File: src/rtl/commit_trace_buffer_if.sv
// Commit/read bus between the core-side driver (master) and commit_trace_buffer (slave).
// rd_data layout: {inum[31:0], kind[1:0], is_load, pc[15:0], reg[3:0], value[15:0], addr[15:0]}.
interface commit_trace_buffer_if;
   logic        commit_valid;
   logic [15:0] commit_pc;
   logic        reg_write;
   logic [3:0]  wr_reg;
   logic [15:0] write_data;
   logic        mem_read;
   logic        mem_write;
   logic [15:0] mem_addr;
   logic [15:0] mem_data;
   logic        halt;
   logic        rd_en;
   logic        rd_valid;
   logic [86:0] rd_data;

   modport master (
      output commit_valid, commit_pc, reg_write, wr_reg, write_data,
             mem_read, mem_write, mem_addr, mem_data, halt, rd_en,
      input  rd_valid, rd_data
   );

   modport slave (
      input  commit_valid, commit_pc, reg_write, wr_reg, write_data,
             mem_read, mem_write, mem_addr, mem_data, halt, rd_en,
      output rd_valid, rd_data
   );
endinterface

File: src/rtl/commit_trace_buffer.sv
// Retire-trace capture: packs each commit into a record, queues it in a FIFO, and tracks counters.
// Optional macro TRACE_NOP_FILTER_EN: kind-0 (branch/NOP) commits are counted but not enqueued.
module commit_trace_buffer #(
   parameter int DEPTH       = 16,
   parameter int CYCLE_LIMIT = 100000,
   parameter int CNT_W       = 32
) (
   input  logic                 clk,
   input  logic                 rst,
   commit_trace_buffer_if.slave bus,
   output logic [CNT_W-1:0]     inst_count,
   output logic [CNT_W-1:0]     cycle_count,
   output logic [CNT_W-1:0]     drop_count,
   output logic                 overflow,
   output logic                 done,
   output logic                 timeout
);

   localparam int AW = $clog2(DEPTH);
   localparam int PW = AW + 1;

   typedef enum logic [1:0] {ST_RUN, ST_HALTED, ST_TIMEOUT} state_t;

   state_t        state, state_next;
   logic [86:0]   mem [DEPTH];
   logic [PW-1:0] wr_ptr, rd_ptr;

   logic          empty, full, accept, enq_req, push, pop, drop;
   logic [1:0]    kind;
   logic          is_load;
   logic [3:0]    rec_reg;
   logic [15:0]   rec_value, rec_addr;
   logic [86:0]   record;
   logic [CNT_W-1:0] cycle_inc;

   function automatic logic [CNT_W-1:0] sat_inc(input logic [CNT_W-1:0] x);
      return (x == '1) ? x : x + CNT_W'(1);
   endfunction

   assign empty = (wr_ptr == rd_ptr);
   assign full  = (wr_ptr[AW] != rd_ptr[AW]) && (wr_ptr[AW-1:0] == rd_ptr[AW-1:0]);

   assign accept = bus.commit_valid && (state == ST_RUN);
   assign pop    = bus.rd_en && !empty;

   // Record packing; halt outranks store, store outranks plain register write.
   always_comb begin
      kind      = 2'd0;
      rec_reg   = 4'd0;
      rec_value = 16'd0;
      rec_addr  = 16'd0;
      is_load   = bus.mem_read && bus.reg_write;
      if (bus.halt)           kind = 2'd3;
      else if (bus.mem_write) kind = 2'd2;
      else if (bus.reg_write) kind = 2'd1;
      if (kind == 2'd1) begin
         rec_reg   = bus.wr_reg;
         rec_value = bus.write_data;
      end else if (kind == 2'd2) begin
         rec_value = bus.mem_data;
      end
      if (kind == 2'd2 || is_load) rec_addr = bus.mem_addr;
   end

   assign record = {32'(inst_count), kind, is_load, bus.commit_pc, rec_reg, rec_value, rec_addr};

`ifdef TRACE_NOP_FILTER_EN
   assign enq_req = accept && (kind != 2'd0);
`else
   assign enq_req = accept;
`endif

   // A same-cycle pop frees the slot, so a full FIFO only drops when nobody reads.
   assign push = enq_req && (!full || pop);
   assign drop = enq_req && full && !pop;

   assign cycle_inc = sat_inc(cycle_count);

   always_comb begin
      state_next = state;
      case (state)
         ST_RUN: begin
            if (accept && bus.halt)
               state_next = ST_HALTED;
            else if (CYCLE_LIMIT != 0 && cycle_inc == CNT_W'(CYCLE_LIMIT))
               state_next = ST_TIMEOUT;
         end
         default: state_next = state;
      endcase
   end

   always_ff @(posedge clk) begin
      if (rst) begin
         state       <= ST_RUN;
         wr_ptr      <= '0;
         rd_ptr      <= '0;
         inst_count  <= '0;
         cycle_count <= '0;
         drop_count  <= '0;
         overflow    <= 1'b0;
      end else begin
         state <= state_next;
         if (state == ST_RUN) cycle_count <= cycle_inc;
         if (accept)          inst_count  <= sat_inc(inst_count);
         if (push)            wr_ptr      <= wr_ptr + PW'(1);
         if (pop)             rd_ptr      <= rd_ptr + PW'(1);
         if (drop) begin
            drop_count <= sat_inc(drop_count);
            overflow   <= 1'b1;
         end
      end
   end

   // Storage needs no reset; validity is carried entirely by the pointers.
   always_ff @(posedge clk) begin
      if (!rst && push) mem[wr_ptr[AW-1:0]] <= record;
   end

   assign bus.rd_valid = !empty;
   assign bus.rd_data  = empty ? '0 : mem[rd_ptr[AW-1:0]];
   assign done         = (state != ST_RUN);
   assign timeout      = (state == ST_TIMEOUT);

endmodule

File: src/flat_wrapper.sv
// flat-port wrapper written by rule: the top's interface ports become plain ports
module commit_trace_buffer_flat 
#(
   parameter int DEPTH       = 16,
   parameter int CYCLE_LIMIT = 100000,
   parameter int CNT_W       = 32
)
  (clk, rst, inst_count, cycle_count, drop_count, overflow, done, timeout, bus_commit_valid, bus_commit_pc, bus_reg_write, bus_wr_reg, bus_write_data, bus_mem_read, bus_mem_write, bus_mem_addr, bus_mem_data, bus_halt, bus_rd_en, bus_rd_valid, bus_rd_data);
  commit_trace_buffer_if bus_i ();
  input  logic clk;
  input  logic rst;
  output logic [CNT_W-1:0] inst_count;
  output logic [CNT_W-1:0] cycle_count;
  output logic [CNT_W-1:0] drop_count;
  output logic overflow;
  output logic done;
  output logic timeout;
  input wire logic [$bits(bus_i.commit_valid)-1:0] bus_commit_valid;
  input wire logic [$bits(bus_i.commit_pc)-1:0] bus_commit_pc;
  input wire logic [$bits(bus_i.reg_write)-1:0] bus_reg_write;
  input wire logic [$bits(bus_i.wr_reg)-1:0] bus_wr_reg;
  input wire logic [$bits(bus_i.write_data)-1:0] bus_write_data;
  input wire logic [$bits(bus_i.mem_read)-1:0] bus_mem_read;
  input wire logic [$bits(bus_i.mem_write)-1:0] bus_mem_write;
  input wire logic [$bits(bus_i.mem_addr)-1:0] bus_mem_addr;
  input wire logic [$bits(bus_i.mem_data)-1:0] bus_mem_data;
  input wire logic [$bits(bus_i.halt)-1:0] bus_halt;
  input wire logic [$bits(bus_i.rd_en)-1:0] bus_rd_en;
  output wire logic [$bits(bus_i.rd_valid)-1:0] bus_rd_valid;
  output wire logic [$bits(bus_i.rd_data)-1:0] bus_rd_data;
  assign bus_i.commit_valid = bus_commit_valid;
  assign bus_i.commit_pc = bus_commit_pc;
  assign bus_i.reg_write = bus_reg_write;
  assign bus_i.wr_reg = bus_wr_reg;
  assign bus_i.write_data = bus_write_data;
  assign bus_i.mem_read = bus_mem_read;
  assign bus_i.mem_write = bus_mem_write;
  assign bus_i.mem_addr = bus_mem_addr;
  assign bus_i.mem_data = bus_mem_data;
  assign bus_i.halt = bus_halt;
  assign bus_i.rd_en = bus_rd_en;
  assign bus_rd_valid = bus_i.rd_valid;
  assign bus_rd_data = bus_i.rd_data;
  commit_trace_buffer #(.DEPTH(DEPTH), .CYCLE_LIMIT(CYCLE_LIMIT), .CNT_W(CNT_W)) u_core (.clk(clk), .rst(rst), .bus(bus_i), .inst_count(inst_count), .cycle_count(cycle_count), .drop_count(drop_count), .overflow(overflow), .done(done), .timeout(timeout));
endmodule
File: config.mk
export PLATFORM = sky130hd
export DESIGN_NAME = commit_trace_buffer_flat
export DESIGN_NICKNAME = d
export VERILOG_FILES = /design/src/rtl/commit_trace_buffer_if.sv /design/src/rtl/commit_trace_buffer.sv /design/src/flat_wrapper.sv
export SDC_FILE = /design/constraint.sdc
export NUM_CORES = 1
export LEC_CHECK = 0
export ABC_AREA = 1
export CORE_MARGIN = 10
export CORE_UTILIZATION = 40
export DETAILED_ROUTE_END_ITERATION = 12
export PLACE_DENSITY = 0.66
export SLEW_MARGIN = 5
export SYNTH_ARGS = -nofsm -noshare
export SYNTH_HDL_FRONTEND = slang
export SYNTH_SLANG_ARGS = --single-unit
File: constraint.sdc
create_clock -name clk -period 9.9 [get_ports clk]
set_input_delay 1.98 -clock clk [delete_from_list [all_inputs] [get_ports clk]]
set_output_delay 1.98 -clock clk [all_outputs]
set_load 0.02 [all_outputs]
==> out/results.env <==
SYNTH_AREA_MM2=0.06052
UNREPAIRED_SETUP_ENDPOINTS_AFTER_GLOBAL_ROUTING='false'
GRT_OVERFLOW_TOTAL=0
GP_CONGESTION=0.8633
POST_SYNTH_AND_OR_NAND_NOR_AREA_FRACTION=0.09531
DRIVE_GT1_FRAC=0.06366
FIRST_DRT_PASS_ITERATION_COUNT=6
VIAS_IN_THE_FIRST_GLOBAL_ROUTE=39440
POST_SYNTH.CELL_AREA_AVG_UM2=12.50
POSTSYNTHREGISTERBITS=1505
DIE_HEIGHT_UM=409.0
YOSYS-MUX-AREA-FRACTION=0
DIE_W_UM=409.0
DIODES=0
SYNTH_SEQUENTIAL_AREA_RATIO=0.7281
RESULT_OF_THE_RUN='completed'
TIMING.CRITICAL_PATH.FROM_TYPE='register'
CTS.SINK_COUNT=1505
SYNTH_NETS=4924
ANTENNA_LEFT=0
ACHIEVABLE-FREQUENCY_MHz=133.3
ROWS=142
CRIT_PATH_FREQUENT_CELL='buf_4'
POST-CTS-SETUP-BUFFER-COUNT=0
FF2FF_SETUP_SLACK_PS=5970
CLK_PIN_SLEW_PS=60
TRITONCTS.NUM_BUFFERS=157
CRITPATHMAXFANOUT=107
CRIT_REQUIRED_PS=7920
DIE_AREA_MM2=0.1673
FINAL_LAYOUT_SETUP_TOTAL_NEGATIVE_SLACK_PS=0
POST_DRT_VIA_CELL_RATIO=5.748
REG2REG_TO='u_core.mem[12][42]$_DFFE_PP_'
CRITICAL_PATH_DEPTH=7
SYNTHESIS.YOSYS.WARNINGS=0
FINALNETCOUNT=5078
WORST_PATH_DOMINANT_CELL_FAMILY='buffers and inverters'
CRITPATHCAPTURE='bus_rd_data[21]'
SYN_INST=4840
CP_DATA_ARRIVAL_TIME_PS=5520
CRITICAL-PATH-MAX-STAGE-DELAY_PS=1010
YS_TYPES=43
INSERTION_DELAY_PS=800
HOLD_VIOL=0
VDD.IR_DROP.WORST_mV=0.1631
TRITONCTS='done'
CORE_AREA_MM2=0.1501
REMAINING_DRC_ERRORS=0
SYNTH_TOP_FAMILY_BY_AREA='compound AO/OA/AOI/OAI gates'
POWERDENSITY_mW_PER_MM2=209.8
POST-PLACE-CELLS=6851
CTS-RESIZED-GATES=0
IOS=263
DRT_ITER0_DRC=4567
FINAL.SETUP_SKEW_PS=27.23
PLACE.PORT_BUFFERS=262
VIAS=40940
FINAL-MAX-SLEW-VIOLATION-COUNT=0
CTS_HOLD_BUF=0
GRT_FIRST_PASS_WIRELENGTH_MM=253.7
WORST_HOLD_CHECK_PATH_TYPE='register to register'
SETUP_WS_PS=2398
PLACE_WS_PS=3323
CRITICAL_PATH.ENDPOINT_TYPE='output port'
POSTROUTEWIRELENGTH_MM=171.1
MAXIMUM_NUMBER_OF_PINS_ON_ONE_NET_BEFORE_GLOBAL_ROUTE_REPAIR=248
WORST_SLEW_PIN_SLEW_PS=1255
CRIT_CHAIN='buf_4 > buf_4 > o21ai_0 > o221ai_1 > nand3_1 > a21oi_1 > clkdlybuf4s50_1'
POWER.LEAKAGE_uW=0.02235
H-TREE-DEPTH=4
SYNTH_XOR_XNOR_AREA_SHARE=0.004342
TRACK_USAGE=0.1968
SYNTHADDERAREAFRAC=0.001654
AVERAGE_ROUTED_WIRE_PER_STANDARD_CELL_UM=24.02
GRT_ANTENNA_BEFORE_REPAIR=3
INITIAL_CORE_UTIL=0.4031
WORSTSETUPPATHTYPE='register to output port'
CP.BUFFERS_INVERTERS=3
CLK_ROOT_BUFFER_CELL='clkbuf_16'
FINALNONFILLERCELLS=7121
SYNTH_COMPOUND_GATE_AREA_SHARE=0.1381
RELSLEWSLACK=0.1612
TIMING.FINAL.SETUP_VIOLATIONS=0
POST-ROUTE-MIN-PERIOD_PS=7502
LAYOUT-AREA-OVERHEAD-VS-SYNTH_PCT=15.47
CTS-ROOT-TO-SINK-BUFFERS=3
REG2REG_DEPTH=10
R2R_STARTPOINT='u_core.rd_ptr[0]$_SDFFE_PP0P_'
FINAL.PERIOD_UTILIZATION=0.7578
FINALHOLDWORSTSLACK_PS=471.4
DP.FINAL_HPWL_MM=84.55
CRIT_PATH_MAX_DELAY_CELL_TYPE='buf_4'
FIN_TOTAL_PWR_uW=14660
NUMBER_OF_MAXIMUM_CAPACITANCE_VIOLATIONS=0
worst min path at each step:
| stage | start | endpoint | slack (ps) | depth (start not counted) |
|---|---|---|---|---|
| floorplan | u_core.wr_ptr[4]$_SDFFE_PP0P_ | u_core.wr_ptr[4]$_SDFFE_PP0P_ | 440 | 1 |
| global placement | u_core.wr_ptr[4]$_SDFFE_PP0P_ | u_core.wr_ptr[4]$_SDFFE_PP0P_ | 460 | 1 |
| global route | u_core.wr_ptr[4]$_SDFFE_PP0P_ | u_core.wr_ptr[4]$_SDFFE_PP0P_ | 500 | 1 |
| detailed placement | u_core.wr_ptr[4]$_SDFFE_PP0P_ | u_core.wr_ptr[4]$_SDFFE_PP0P_ | 470 | 1 |
| CTS | u_core.wr_ptr[4]$_SDFFE_PP0P_ | u_core.wr_ptr[4]$_SDFFE_PP0P_ | 480 | 1 |
| finish | u_core.wr_ptr[4]$_SDFFE_PP0P_ | u_core.wr_ptr[4]$_SDFFE_PP0P_ | 470 | 1 |
flip-flops by register name (all words and copies together), names as in the netlist, named ones only:
signal and count:
u_core.mem 1392, u_core.cycle_count 32, u_core.drop_count 32, u_core.inst_count 32
u_core.rd_ptr 5, u_core.wr_ptr 5, u_core.state 2, u_core.overflow 1
kinds of logic (layout without fill, tap and decap cells):
family / count (synthesis) / in the layout
buffers and inverters: 497 / 762
XOR/XNOR: 30 / 30
adder cells (fa/ha/maj): 8 / 8
AND/OR/NAND/NOR: 1417 / 1417
AO/OA/AOI/OAI: 1383 / 1383
flip-flops: 1505 / 1505
synthesized netlist by cell type (all sizes together):
cell / number / area share
or2: 3 / 0.00031
nand3b: 9 / 0.0011
nor2: 901 / 0.056
nor3b: 3 / 0.00037
ha: 8 / 0.0017
a32o: 16 / 0.0026
o21bai: 2 / 0.00025
a211oi: 3 / 0.00037
inv: 165 / 0.010
nand2: 277 / 0.017
o22ai: 85 / 0.0088
buf: 74 / 0.0062
nand3: 151 / 0.013
clkinv: 3 / 0.00019
and2: 2 / 0.00021
o21ai: 757 / 0.063
clkbuf: 255 / 0.016
a31oi: 5 / 0.00052
nor4: 11 / 0.0012
and3: 3 / 0.00031
nand4: 25 / 0.0027
xor2: 20 / 0.0029
o221ai: 263 / 0.038
xnor2: 10 / 0.0014
edfxtp: 1392 / 0.69
nor3: 32 / 0.0027
o211ai: 97 / 0.012
a21oi: 155 / 0.013
dfxtp: 113 / 0.037
per-layer routing:
metal	vias to the layer above	part of all wire	track usage
met5	-	0.00024	0
met4	6	0.023	0.05676
met3	285	0.091	0.04515
met2	1848	0.46	0.3142
met1	20440	0.42	0.2679
li1	18360	-	-
metrics by stage:
stage                     area (um^2)    util
final                           69880  0.4655
after global routing            69880  0.4655
after CTS                       69880  0.4654
after detailed placement        65060  0.4334
after global placement          65060  0.4334
after floorplan                 60520       -
power breakdown:
| group | switching, uW | internal [uW] |
|---|---|---|
| combinational | 1370 | 638 |
| sequential | 81.7 | 6970 |
| clock | 2440 | 3170 |
| total | 3890 | 10800 |
worst reg2reg max path: stages, from the launching register on:
cell	delay, ps
dfxtp_1	430
xor2_1	160
a21oi_1	50
and2_1	170
nand2_1	140
nand2_1	150
nor2_1	180
nand2_1	280
nor2_4	420
buf_4	610
buf_4	910
cell usage in the layout (no fill, tap or decap), types with 148 or more instances in the layout:
| cell | netlist | final |
|---|---|---|
| edfxtp_1 | 1392 | 1392 |
| nor2_1 | 894 | 876 |
| o21ai_0 | 711 | 711 |
| nand2_1 | 273 | 273 |
| o221ai_1 | 263 | 263 |
| clkdlybuf4s50_1 | 0 | 261 |
| clkbuf_16 | 0 | 159 |
| a21oi_1 | 154 | 154 |
| nand3_1 | 149 | 149 |
| inv_1 | 149 | 148 |
layout make-up:
class                   instances  area [um^2]
well taps                    2016         2522
repair buffers                324         3196
fillers                     13120        80250
multi-input cells            2838        14620
clock inverters                69        636.9
clock buffers                 201         4177
inverters                     168        655.6
flip-flops and latches       1505        44080
No activity file was read; power rests on OpenSTA's default activity.
